==> src/rtl/cgra_mem_port_ctrl_if.sv <==
// Per-channel OBI-style data bus bundle between the CGRA memory port controller
// (master) and the data bus (slave).
interface cgra_mem_port_ctrl_if #(
   parameter int N_CH = 4,
   parameter int AW   = 32,
   parameter int DW   = 32
);
   logic [N_CH-1:0]             bus_req;
   logic [N_CH-1:0][AW-1:0]     bus_addr;
   logic [N_CH-1:0]             bus_we;
   logic [N_CH-1:0][DW/8-1:0]   bus_be;
   logic [N_CH-1:0][DW-1:0]     bus_wdata;
   logic [N_CH-1:0]             bus_gnt;
   logic [N_CH-1:0]             bus_rvalid;
   logic [N_CH-1:0][DW-1:0]     bus_rdata;

   modport master (
      output bus_req, bus_addr, bus_we, bus_be, bus_wdata,
      input  bus_gnt, bus_rvalid, bus_rdata
   );

   modport slave (
      input  bus_req, bus_addr, bus_we, bus_be, bus_wdata,
      output bus_gnt, bus_rvalid, bus_rdata
   );
endinterface

==> src/rtl/cgra_mem_port_ctrl.sv <==
// Multi-channel CGRA data-memory port: pointer/indirect addressing, in-order tag
// tracking, posted writes and grouped stall. CGRA_MEM_PORT_STRIDE_EN enables stride_i.
module cgra_mem_port_ctrl #(
   parameter int N_CH    = 4,
   parameter int AW      = 32,
   parameter int DW      = 32,
   parameter int MAX_OUT = 2
) (
   input  logic                        clk_i,
   input  logic                        rst_ni,
   input  logic [N_CH-1:0]             start_i,
   input  logic [N_CH-1:0][AW-1:0]     rd_base_i,
   input  logic [N_CH-1:0][AW-1:0]     wr_base_i,
   input  logic [N_CH-1:0][AW-1:0]     stride_i,
   input  logic [N_CH-1:0][N_CH-1:0]   grp_map_i,
   input  logic [N_CH-1:0]             req_i,
   input  logic [N_CH-1:0]             we_i,
   input  logic [N_CH-1:0]             ind_i,
   input  logic [N_CH-1:0][AW-1:0]     addr_i,
   input  logic [N_CH-1:0][DW-1:0]     wdata_i,
   input  logic [N_CH-1:0][DW/8-1:0]   be_i,
   cgra_mem_port_ctrl_if.master        bus,
   output logic [N_CH-1:0][DW-1:0]     rdata_o,
   output logic [N_CH-1:0]             rvalid_o,
   output logic [N_CH-1:0]             stall_o,
   output logic [N_CH-1:0]             err_o
);
   localparam int CW = $clog2(MAX_OUT + 1);
   localparam int PW = (MAX_OUT > 1) ? $clog2(MAX_OUT) : 1;

   logic [N_CH-1:0] w_raw_stall;

`ifndef CGRA_MEM_PORT_STRIDE_EN
   logic w_unused_stride;
   assign w_unused_stride = ^stride_i;
`endif

   for (genvar c = 0; c < N_CH; c++) begin : g_ch
      logic [AW-1:0]      r_rd_ptr, r_wr_ptr, w_step;
      logic [CW-1:0]      r_cnt, r_rpend;
      logic [MAX_OUT-1:0] r_tag;
      logic [PW-1:0]      r_head, r_tail;
      logic [DW-1:0]      r_rdata_q;
      logic               r_err;
      logic               w_full, w_acc, w_pop, w_pop_rd, w_push_rd;

`ifdef CGRA_MEM_PORT_STRIDE_EN
      assign w_step = stride_i[c];
`else
      assign w_step = AW'(DW / 8);
`endif

      // At full, a same-cycle response frees a slot so the request may still issue.
      assign w_full           = (r_cnt == CW'(MAX_OUT));
      assign bus.bus_req[c]   = req_i[c] & (~w_full | bus.bus_rvalid[c]);
      assign bus.bus_addr[c]  = ind_i[c] ? addr_i[c] : (we_i[c] ? r_wr_ptr : r_rd_ptr);
      assign bus.bus_we[c]    = we_i[c];
      assign bus.bus_be[c]    = be_i[c];
      assign bus.bus_wdata[c] = wdata_i[c];

      assign w_acc     = bus.bus_req[c] & bus.bus_gnt[c];
      assign w_pop     = bus.bus_rvalid[c] & (r_cnt != '0);
      assign w_pop_rd  = w_pop & ~r_tag[r_head];
      assign w_push_rd = w_acc & ~we_i[c];

      assign rvalid_o[c]    = w_pop_rd;
      assign rdata_o[c]     = w_pop_rd ? bus.bus_rdata[c] : r_rdata_q;
      assign err_o[c]       = r_err;
      assign w_raw_stall[c] = (req_i[c] & ~w_acc) | ((r_rpend != '0) & ~w_pop_rd);

      always_ff @(posedge clk_i or negedge rst_ni) begin
         if (!rst_ni) begin
            r_rd_ptr  <= '0;
            r_wr_ptr  <= '0;
            r_cnt     <= '0;
            r_rpend   <= '0;
            r_tag     <= '0;
            r_head    <= '0;
            r_tail    <= '0;
            r_rdata_q <= '0;
            r_err     <= 1'b0;
         end else begin
            if (start_i[c]) begin
               r_rd_ptr <= rd_base_i[c];
               r_wr_ptr <= wr_base_i[c];
            end else if (w_acc && !ind_i[c]) begin
               if (we_i[c]) r_wr_ptr <= r_wr_ptr + w_step;
               else         r_rd_ptr <= r_rd_ptr + w_step;
            end

            if (start_i[c])                                r_err <= 1'b0;
            else if (bus.bus_rvalid[c] && (r_cnt == '0))   r_err <= 1'b1;

            if (w_acc) begin
               r_tag[r_tail] <= we_i[c];
               r_tail        <= (r_tail == PW'(MAX_OUT - 1)) ? '0 : r_tail + PW'(1);
            end
            if (w_pop)
               r_head <= (r_head == PW'(MAX_OUT - 1)) ? '0 : r_head + PW'(1);

            if (w_acc && !w_pop)      r_cnt <= r_cnt + CW'(1);
            else if (!w_acc && w_pop) r_cnt <= r_cnt - CW'(1);

            if (w_push_rd && !w_pop_rd)      r_rpend <= r_rpend + CW'(1);
            else if (!w_push_rd && w_pop_rd) r_rpend <= r_rpend - CW'(1);

            if (w_pop_rd) r_rdata_q <= bus.bus_rdata[c];
         end
      end
   end

   always_comb begin
      stall_o = '0;
      for (int c = 0; c < N_CH; c++)
         stall_o[c] = |(grp_map_i[c] & w_raw_stall);
   end
endmodule
==> src/flat_wrapper.sv <==
// flat-port wrapper written by rule: the top's interface ports become plain ports
module cgra_mem_port_ctrl_flat 
#(
   parameter int N_CH    = 4,
   parameter int AW      = 32,
   parameter int DW      = 32,
   parameter int MAX_OUT = 2
)
  (clk_i, rst_ni, start_i, rd_base_i, wr_base_i, stride_i, grp_map_i, req_i, we_i, ind_i, addr_i, wdata_i, be_i, rdata_o, rvalid_o, stall_o, err_o, bus_bus_req, bus_bus_addr, bus_bus_we, bus_bus_be, bus_bus_wdata, bus_bus_gnt, bus_bus_rvalid, bus_bus_rdata);
  cgra_mem_port_ctrl_if #(.N_CH(N_CH), .AW(AW), .DW(DW)) bus_i ();
  input  logic clk_i;
  input  logic rst_ni;
  input  logic [N_CH-1:0] start_i;
  input  logic [N_CH-1:0][AW-1:0] rd_base_i;
  input  logic [N_CH-1:0][AW-1:0] wr_base_i;
  input  logic [N_CH-1:0][AW-1:0] stride_i;
  input  logic [N_CH-1:0][N_CH-1:0] grp_map_i;
  input  logic [N_CH-1:0] req_i;
  input  logic [N_CH-1:0] we_i;
  input  logic [N_CH-1:0] ind_i;
  input  logic [N_CH-1:0][AW-1:0] addr_i;
  input  logic [N_CH-1:0][DW-1:0] wdata_i;
  input  logic [N_CH-1:0][DW/8-1:0] be_i;
  output logic [N_CH-1:0][DW-1:0] rdata_o;
  output logic [N_CH-1:0] rvalid_o;
  output logic [N_CH-1:0] stall_o;
  output logic [N_CH-1:0] err_o;
  output wire logic [$bits(bus_i.bus_req)-1:0] bus_bus_req;
  output wire logic [$bits(bus_i.bus_addr)-1:0] bus_bus_addr;
  output wire logic [$bits(bus_i.bus_we)-1:0] bus_bus_we;
  output wire logic [$bits(bus_i.bus_be)-1:0] bus_bus_be;
  output wire logic [$bits(bus_i.bus_wdata)-1:0] bus_bus_wdata;
  input wire logic [$bits(bus_i.bus_gnt)-1:0] bus_bus_gnt;
  input wire logic [$bits(bus_i.bus_rvalid)-1:0] bus_bus_rvalid;
  input wire logic [$bits(bus_i.bus_rdata)-1:0] bus_bus_rdata;
  assign bus_bus_req = bus_i.bus_req;
  assign bus_bus_addr = bus_i.bus_addr;
  assign bus_bus_we = bus_i.bus_we;
  assign bus_bus_be = bus_i.bus_be;
  assign bus_bus_wdata = bus_i.bus_wdata;
  assign bus_i.bus_gnt = bus_bus_gnt;
  assign bus_i.bus_rvalid = bus_bus_rvalid;
  assign bus_i.bus_rdata = bus_bus_rdata;
  cgra_mem_port_ctrl #(.N_CH(N_CH), .AW(AW), .DW(DW), .MAX_OUT(MAX_OUT)) u_core (.clk_i(clk_i), .rst_ni(rst_ni), .start_i(start_i), .rd_base_i(rd_base_i), .wr_base_i(wr_base_i), .stride_i(stride_i), .grp_map_i(grp_map_i), .req_i(req_i), .we_i(we_i), .ind_i(ind_i), .addr_i(addr_i), .wdata_i(wdata_i), .be_i(be_i), .bus(bus_i), .rdata_o(rdata_o), .rvalid_o(rvalid_o), .stall_o(stall_o), .err_o(err_o));
endmodule
==> config.mk <==
export PLATFORM = sky130hd
export DESIGN_NAME = cgra_mem_port_ctrl_flat
export DESIGN_NICKNAME = d
export VERILOG_FILES = /design/src/rtl/cgra_mem_port_ctrl_if.sv /design/src/rtl/cgra_mem_port_ctrl.sv /design/src/flat_wrapper.sv
export SDC_FILE = /design/constraint.sdc
export NUM_CORES = 1
export LEC_CHECK = 0
export CAP_MARGIN = 20
export CELL_PAD_IN_SITES_DETAIL_PLACEMENT = 1
export CELL_PAD_IN_SITES_GLOBAL_PLACEMENT = 1
export CORE_AREA = 2 2 482 484
export DETAILED_ROUTE_END_ITERATION = 16
export DIE_AREA = 0 0 484 486
export PLACE_DENSITY = 0.48
export SYNTH_ARGS = -nofsm -noshare
export SYNTH_HDL_FRONTEND = slang
export SYNTH_SLANG_ARGS = --single-unit
==> constraint.sdc <==
create_clock -name clk_i -period 6.3 [get_ports clk_i]
set_input_delay 0.63 -clock clk_i [delete_from_list [all_inputs] [get_ports clk_i]]
set_output_delay 0.63 -clock clk_i [all_outputs]
set_load 0.03 [all_outputs]
=== Word-level counts from Yosys, hierarchy flattened ===
Cells that the tools add are included.

* Register bits after elaboration: 420
* Logic and storage cells: 328

* Add/sub/neg operators: 32
* Order comparisons: 12
* Equality and inequality tests: 8
* Mux-type cells: 88
* Bitwise gates (word level): 60
* Reductions and logical operators: 92

{| class="wikitable"
|+ Operator list
! operator !! number
|-
| $mux W32 || 36
|-
| $add A32 B3 Y32 const B || 8
|-
| $reduce_bool A2 Y1 || 28
|-
| $mux W2 || 16
|-
| $and A1 B1 Y1 || 28
|-
| $logic_and A1 B1 Y1 || 28
|-
| $mux W1 || 28
|-
| $logic_not A1 Y1 || 20
|-
| $not A1 Y1 || 20
|-
| $add A2 B1 Y2 const B || 8
|-
| $and A4 B4 Y4 || 4
|-
| $lt A1 B2 Y1 const B || 8
|-
| $reduce_and A2 Y1 || 8
|-
| $reduce_or A4 Y1 || 4
|-
| $sub A2 B1 Y2 const B || 8
|-
| $add A1 B1 Y1 const B || 8
|-
| $bwmux W2 || 4
|-
| $eq A2 B2 Y1 const B || 4
|-
| $logic_not A2 Y1 || 4
|-
| $ne A2 B2 Y1 const B || 4
|-
| $or A1 B1 Y1 || 8
|-
| $demux W1 S1 || 4
|-
| $ge A1 B1 Y1 const B || 4
|}

=== Longest topological paths before layout ===
* Word-level depth: 10
* Mapped depth: 8

=== Worst setup path before layout ===
Ideal clock, no wire load.

* Path type: input to output
* From: input port we_i[1]
* To: output port bus_bus_addr[37]
* Data arrival time: 2.491 ns
* Path slack: 3.179 ns
* Stages: 5
* Buffers on the path: 3
* Cells stage by stage: clkbuf_1 -> buf_1 -> buf_1 -> mux2i_1 -> o21ai_0

* Word-level cells in the longest chain between the ends: 2

{| class="wikitable"
|+ Ends and longest elaborated chain
! what !! RTL line !! source
|-
| start, declared || flat_wrapper.sv:19 || <nowiki>input logic [N_CH-1:0] we_i;</nowiki>
|-
| $mux W32 (2 in series) || cgra_mem_port_ctrl.sv:56 || <nowiki>assign bus.bus_addr[c] = ind_i[c] ? addr_i[c] : (we_i[c] ? r_wr_ptr : r_rd_ptr);</nowiki>
|-
| end, declared || flat_wrapper.sv:29 || <nowiki>output wire logic [$bits(bus_i.bus_addr)-1:0] bus_bus_addr;</nowiki>
|}

No other way between the ends.

=== Final worst setup path ===
* From: register u_core.g_ch[2].r_cnt[0]
* To: output port stall_o[1]

* Word-level cells in the longest chain between the ends: 10
* Elaborated cells between the ends (all ways): 15
* Classes of those cells: eq/ne (1); bitwise (12); reduce/logical (2)

{| class="wikitable"
|+ Ends and longest elaborated chain
! what !! RTL line !! source
|-
| start, declared || cgra_mem_port_ctrl.sv:40 || <nowiki>logic [CW-1:0] r_cnt, r_rpend;</nowiki>
|-
| start signal, assigned || cgra_mem_port_ctrl.sv:101 || <nowiki>if (w_acc && !w_pop) r_cnt <= r_cnt + CW'(1);</nowiki>
|-
| start signal, assigned || cgra_mem_port_ctrl.sv:102 || <nowiki>else if (!w_acc && w_pop) r_cnt <= r_cnt - CW'(1);</nowiki>
|-
| $eq A2 B2 Y1 || cgra_mem_port_ctrl.sv:54 || <nowiki>assign w_full = (r_cnt == CW'(MAX_OUT));</nowiki>
|-
| $not A1 Y1 || cgra_mem_port_ctrl.sv:55 || <nowiki>assign bus.bus_req[c] = req_i[c] & (~w_full | bus.bus_rvalid[c]);</nowiki>
|-
| $or A1 B1 Y1 || cgra_mem_port_ctrl.sv:55 ||
|-
| $and A1 B1 Y1 || cgra_mem_port_ctrl.sv:55 ||
|-
| $and A1 B1 Y1 || cgra_mem_port_ctrl.sv:61 || <nowiki>assign w_acc = bus.bus_req[c] & bus.bus_gnt[c];</nowiki>
|-
| $not A1 Y1 || cgra_mem_port_ctrl.sv:69 || <nowiki>assign w_raw_stall[c] = (req_i[c] & ~w_acc) | ((r_rpend != '0) & ~w_pop_rd);</nowiki>
|-
| $and A1 B1 Y1 || cgra_mem_port_ctrl.sv:69 ||
|-
| $or A1 B1 Y1 (*) || cgra_mem_port_ctrl.sv:69 ||
|-
| $and A4 B4 Y4 (*) || cgra_mem_port_ctrl.sv:115 || <nowiki>stall_o[c] = |(grp_map_i[c] & w_raw_stall);</nowiki>
|-
| $reduce_or A4 Y1 (*) || cgra_mem_port_ctrl.sv:115 ||
|-
| end, declared || flat_wrapper.sv:26 || <nowiki>output logic [N_CH-1:0] stall_o;</nowiki>
|}

Every way passes the cells marked *; elsewhere a longest branch is shown, timed or not.

==> results.json <==
{
  "ys_seq_area_share_pct": 42.9,
  "cts_made_buffers": 67,
  "grt_pass1_vias": 24717,
  "slew_violations": 0,
  "cp.arrival_ps": 3870,
  "ys.flop_type": "dfrtp_1",
  "layout-drive-gt1-share_pct": 6.37,
  "cts_resized": 0,
  "final_nets": 4362,
  "post_cts_buffers": 0,
  "areaGrowthSynthToFinish_pct": 52.8,
  "rsz0062_at_grt": "false",
  "syn_area_per_cell_um2": 8.52,
  "synth_edf_count": 0,
  "cts_hold_buffers": 1,
  "ys_async_sr_fraction_pct": 100,
  "die_area_um2": 235000,
  "first_pass_iters": 5,
  "clkLatencyLatePin_ps": 680,
  "vias": 23486,
  "static-leakage-power_uw": 0.0147,
  "totalNegativeSetupSlack_ps": 0,
  "initial_utilization_pct": 10.7,
  "status": "finished clean",
  "yosysWarnings": 0,
  "whs_path_depth": 3,
  "clockBufferDepth": 3,
  "cp-start-kind": "flop",
  "dpl.cell_count": 6475,
  "die_x_um": 484,
  "ys_types": 59,
  "track_usage_pct": 11.4,
  "clock_skew_ps": 27.4,
  "ctsRootBufferMaster": "clkbuf_16",
  "endpoint_kind": "output pin",
  "max_slew_margin_pct": 30.6,
  "num-fill-cells": 27027,
  "synth_nets": 3718,
  "timing.fmax_mhz": 222,
  "setup_violations": 0,
  "maxCapViolations": 0,
  "crit_type": "flop to output pin",
  "cts-htree-levels": 3,
  "routedWlPerCell_um": 21.0,
  "total_power_uw": 12900,
  "fin_crit_ps": 4500,
  "antenna_found_initial": 69,
  "grt_max_degree": 119,
  "drt_iter0_drc": 908,
  "cts_sinks": 420,
  "io_pins": 1246,
  "fin_cells": 6597,
  "synth_seq_cells": 420,
  "hold_viol": 0,
  "num_rows": 176,
  "required_ps": 5670,
  "ff2ff_path_depth": 8,
  "critPathMaxFanout": 6,
  "cts_tree": "built",
  "wl_um": 138000,
  "fin_crit_sh_pct": 71.5,
  "syn_inst": 2876,
  "tightest_slew_ps": 1030,
  "cellPowerDensity_nw_per_um2": 345,
  "core_area_um2": 229000,
  "clk_pin_slew_ps": 50,
  "syn_area_um2": 24500,
  "die_y_um": 486,
  "vdd_drop_max_mv": 0.218,
  "io_buffers": 829,
  "via_per_inst": 3.56,
  "grt_first_pass_wirelength_um": 193000,
  "overflow": 0,
  "drcViolationCount": 0,
  "hpwl_um": 112000,
  "antenna_left": 0,
  "min_path_type": "input pin to flop",
  "gp_congestion": 0.803
}
## path summary, 6_finish.rpt
kind | startpoint | endpoint | slack [ps]
worst max-delay path | u_core.g_ch[2].r_cnt[0] | stall_o[1] | 1800
worst min-delay path | start_i[1] | u_core.g_ch[1].r_wr_ptr[15] | 370
worst max register to register | u_core.g_ch[2].r_cnt[0] | u_core.g_ch[2].r_rpend[1] | 3470
worst min register to register | u_core.g_ch[3].r_rpend[1] | u_core.g_ch[3].r_rpend[1] | 460
max in group asynchronous | rst_ni | u_core.g_ch[3].r_wr_ptr[3] | 4490
min in group asynchronous | rst_ni | u_core.g_ch[1].r_rdata_q[20] | 510
## synth_stat cells, types with 36 or more instances
cell / count / area share (%)
and3_1: 38 / 0.97
buf_4: 156 / 4.8
clkbuf_1: 123 / 1.9
dfrtp_1: 420 / 43
inv_1: 36 / 0.55
mux2_2: 40 / 1.8
mux2i_1: 142 / 5.8
nand2_1: 799 / 12
nand3_1: 95 / 1.9
nand4_1: 101 / 2.6
nor2_1: 70 / 1.1
nor3_1: 50 / 1.0
o21ai_0: 347 / 7.1
xnor2_1: 95 / 3.4
xor2_1: 148 / 5.3
## per-layer routing
metal / vias up / routed length [um] / global-route usage (%)
li1: 10901 / - / -
met1: 11445 / 57800 / 13.6
met2: 835 / 65300 / 19.1
met3: 247 / 11600 / 4.54
met4: 58 / 3140 / 2.87
met5: - / 477 / 0.408
## state kept, by name, summed over array words and instances, names as in the netlist
signal                 cells
u_core.g_ch.r_cnt          8
u_core.g_ch.r_err          4
u_core.g_ch.r_head         4
u_core.g_ch.r_rd_ptr     128
u_core.g_ch.r_rdata_q    128
u_core.g_ch.r_rpend        8
u_core.g_ch.r_tag          8
u_core.g_ch.r_tail         4
u_core.g_ch.r_wr_ptr     128
## cells in the final DEF (no fill, tap or decap), types with 4 or more instances in the layout
master,instances
clkdlybuf4s50_1,816
nand2_1,799
dfrtp_1,420
o21ai_0,346
xor2_1,148
mux2i_1,142
nand4_1,101
nand3_1,95
xnor2_1,95
nor2_1,70
clkbuf_16,69
nor3_1,50
buf_4,50
mux2_2,40
and3_1,38
inv_1,34
and4_1,18
nor4_1,18
ha_1,16
and2_1,15
clkbuf_1,15
a21oi_1,12
or3_1,12
nor2b_1,11
clkbuf_8,10
diode_2,8
or4_1,8
buf_2,8
a31oi_1,6
nand2b_1,5
a22oi_1,5
a222oi_1,4
nor4_2,4
or2_2,4
o211ai_1,4
clkinv_4,4
inv_6,4
clkinv_2,4
## cell type report
cell class	instances	area, um^2	share of cell area, %
inverters	38	143	0.381
well taps	3026	3790	10.1
diodes	8	20.0	0.0535
clock inverters	18	198	0.528
clock buffers	94	1920	5.13
flip-flops and latches	420	10500	28.1
multi-input cells	2114	12200	32.5
repair buffers	879	8680	23.2
## kinds of logic (layout without fill, tap and decap cells)
group,Yosys count,after routing,share of synthesized area (%)
mux,182,182,7.64
flops,420,420,42.9
compound gates,393,393,8.46
other cells,0,8,0
buf+inv,342,1029,7.67
simple gates,1280,1280,23.8
xor+xnor,243,243,8.69
fa+ha+maj,16,16,0.817
## through the flow
stage	utilization, %	area, um^2	setup slack, ps	hold slack (ps)
floorplan	-	24500	3180	334
global placement	15.4	35300	1580	455
detailed placement	15.4	35300	1570	461
CTS	16.3	37400	1410	268
global route	16.3	37400	1400	317
finish	16.3	37400	1800	367
## worst max-delay path, cell delays in order (launching register included)
cell,delay (ps)
dfrtp_1,440
o21ai_0,530
a211oi_4,80
o2bb2ai_1,600
a222oi_1,270
o21ai_0,350
clkdlybuf4s50_1,930
## where the power goes
part | total, uW | switching, uW | internal, uW
sequential | 3820 | 448 | 3370
clock | 3710 | 1510 | 2210
combinational | 5400 | 3340 | 2060
total | 12900 | 5290 | 7640
(Power assumes the default switching activity.)
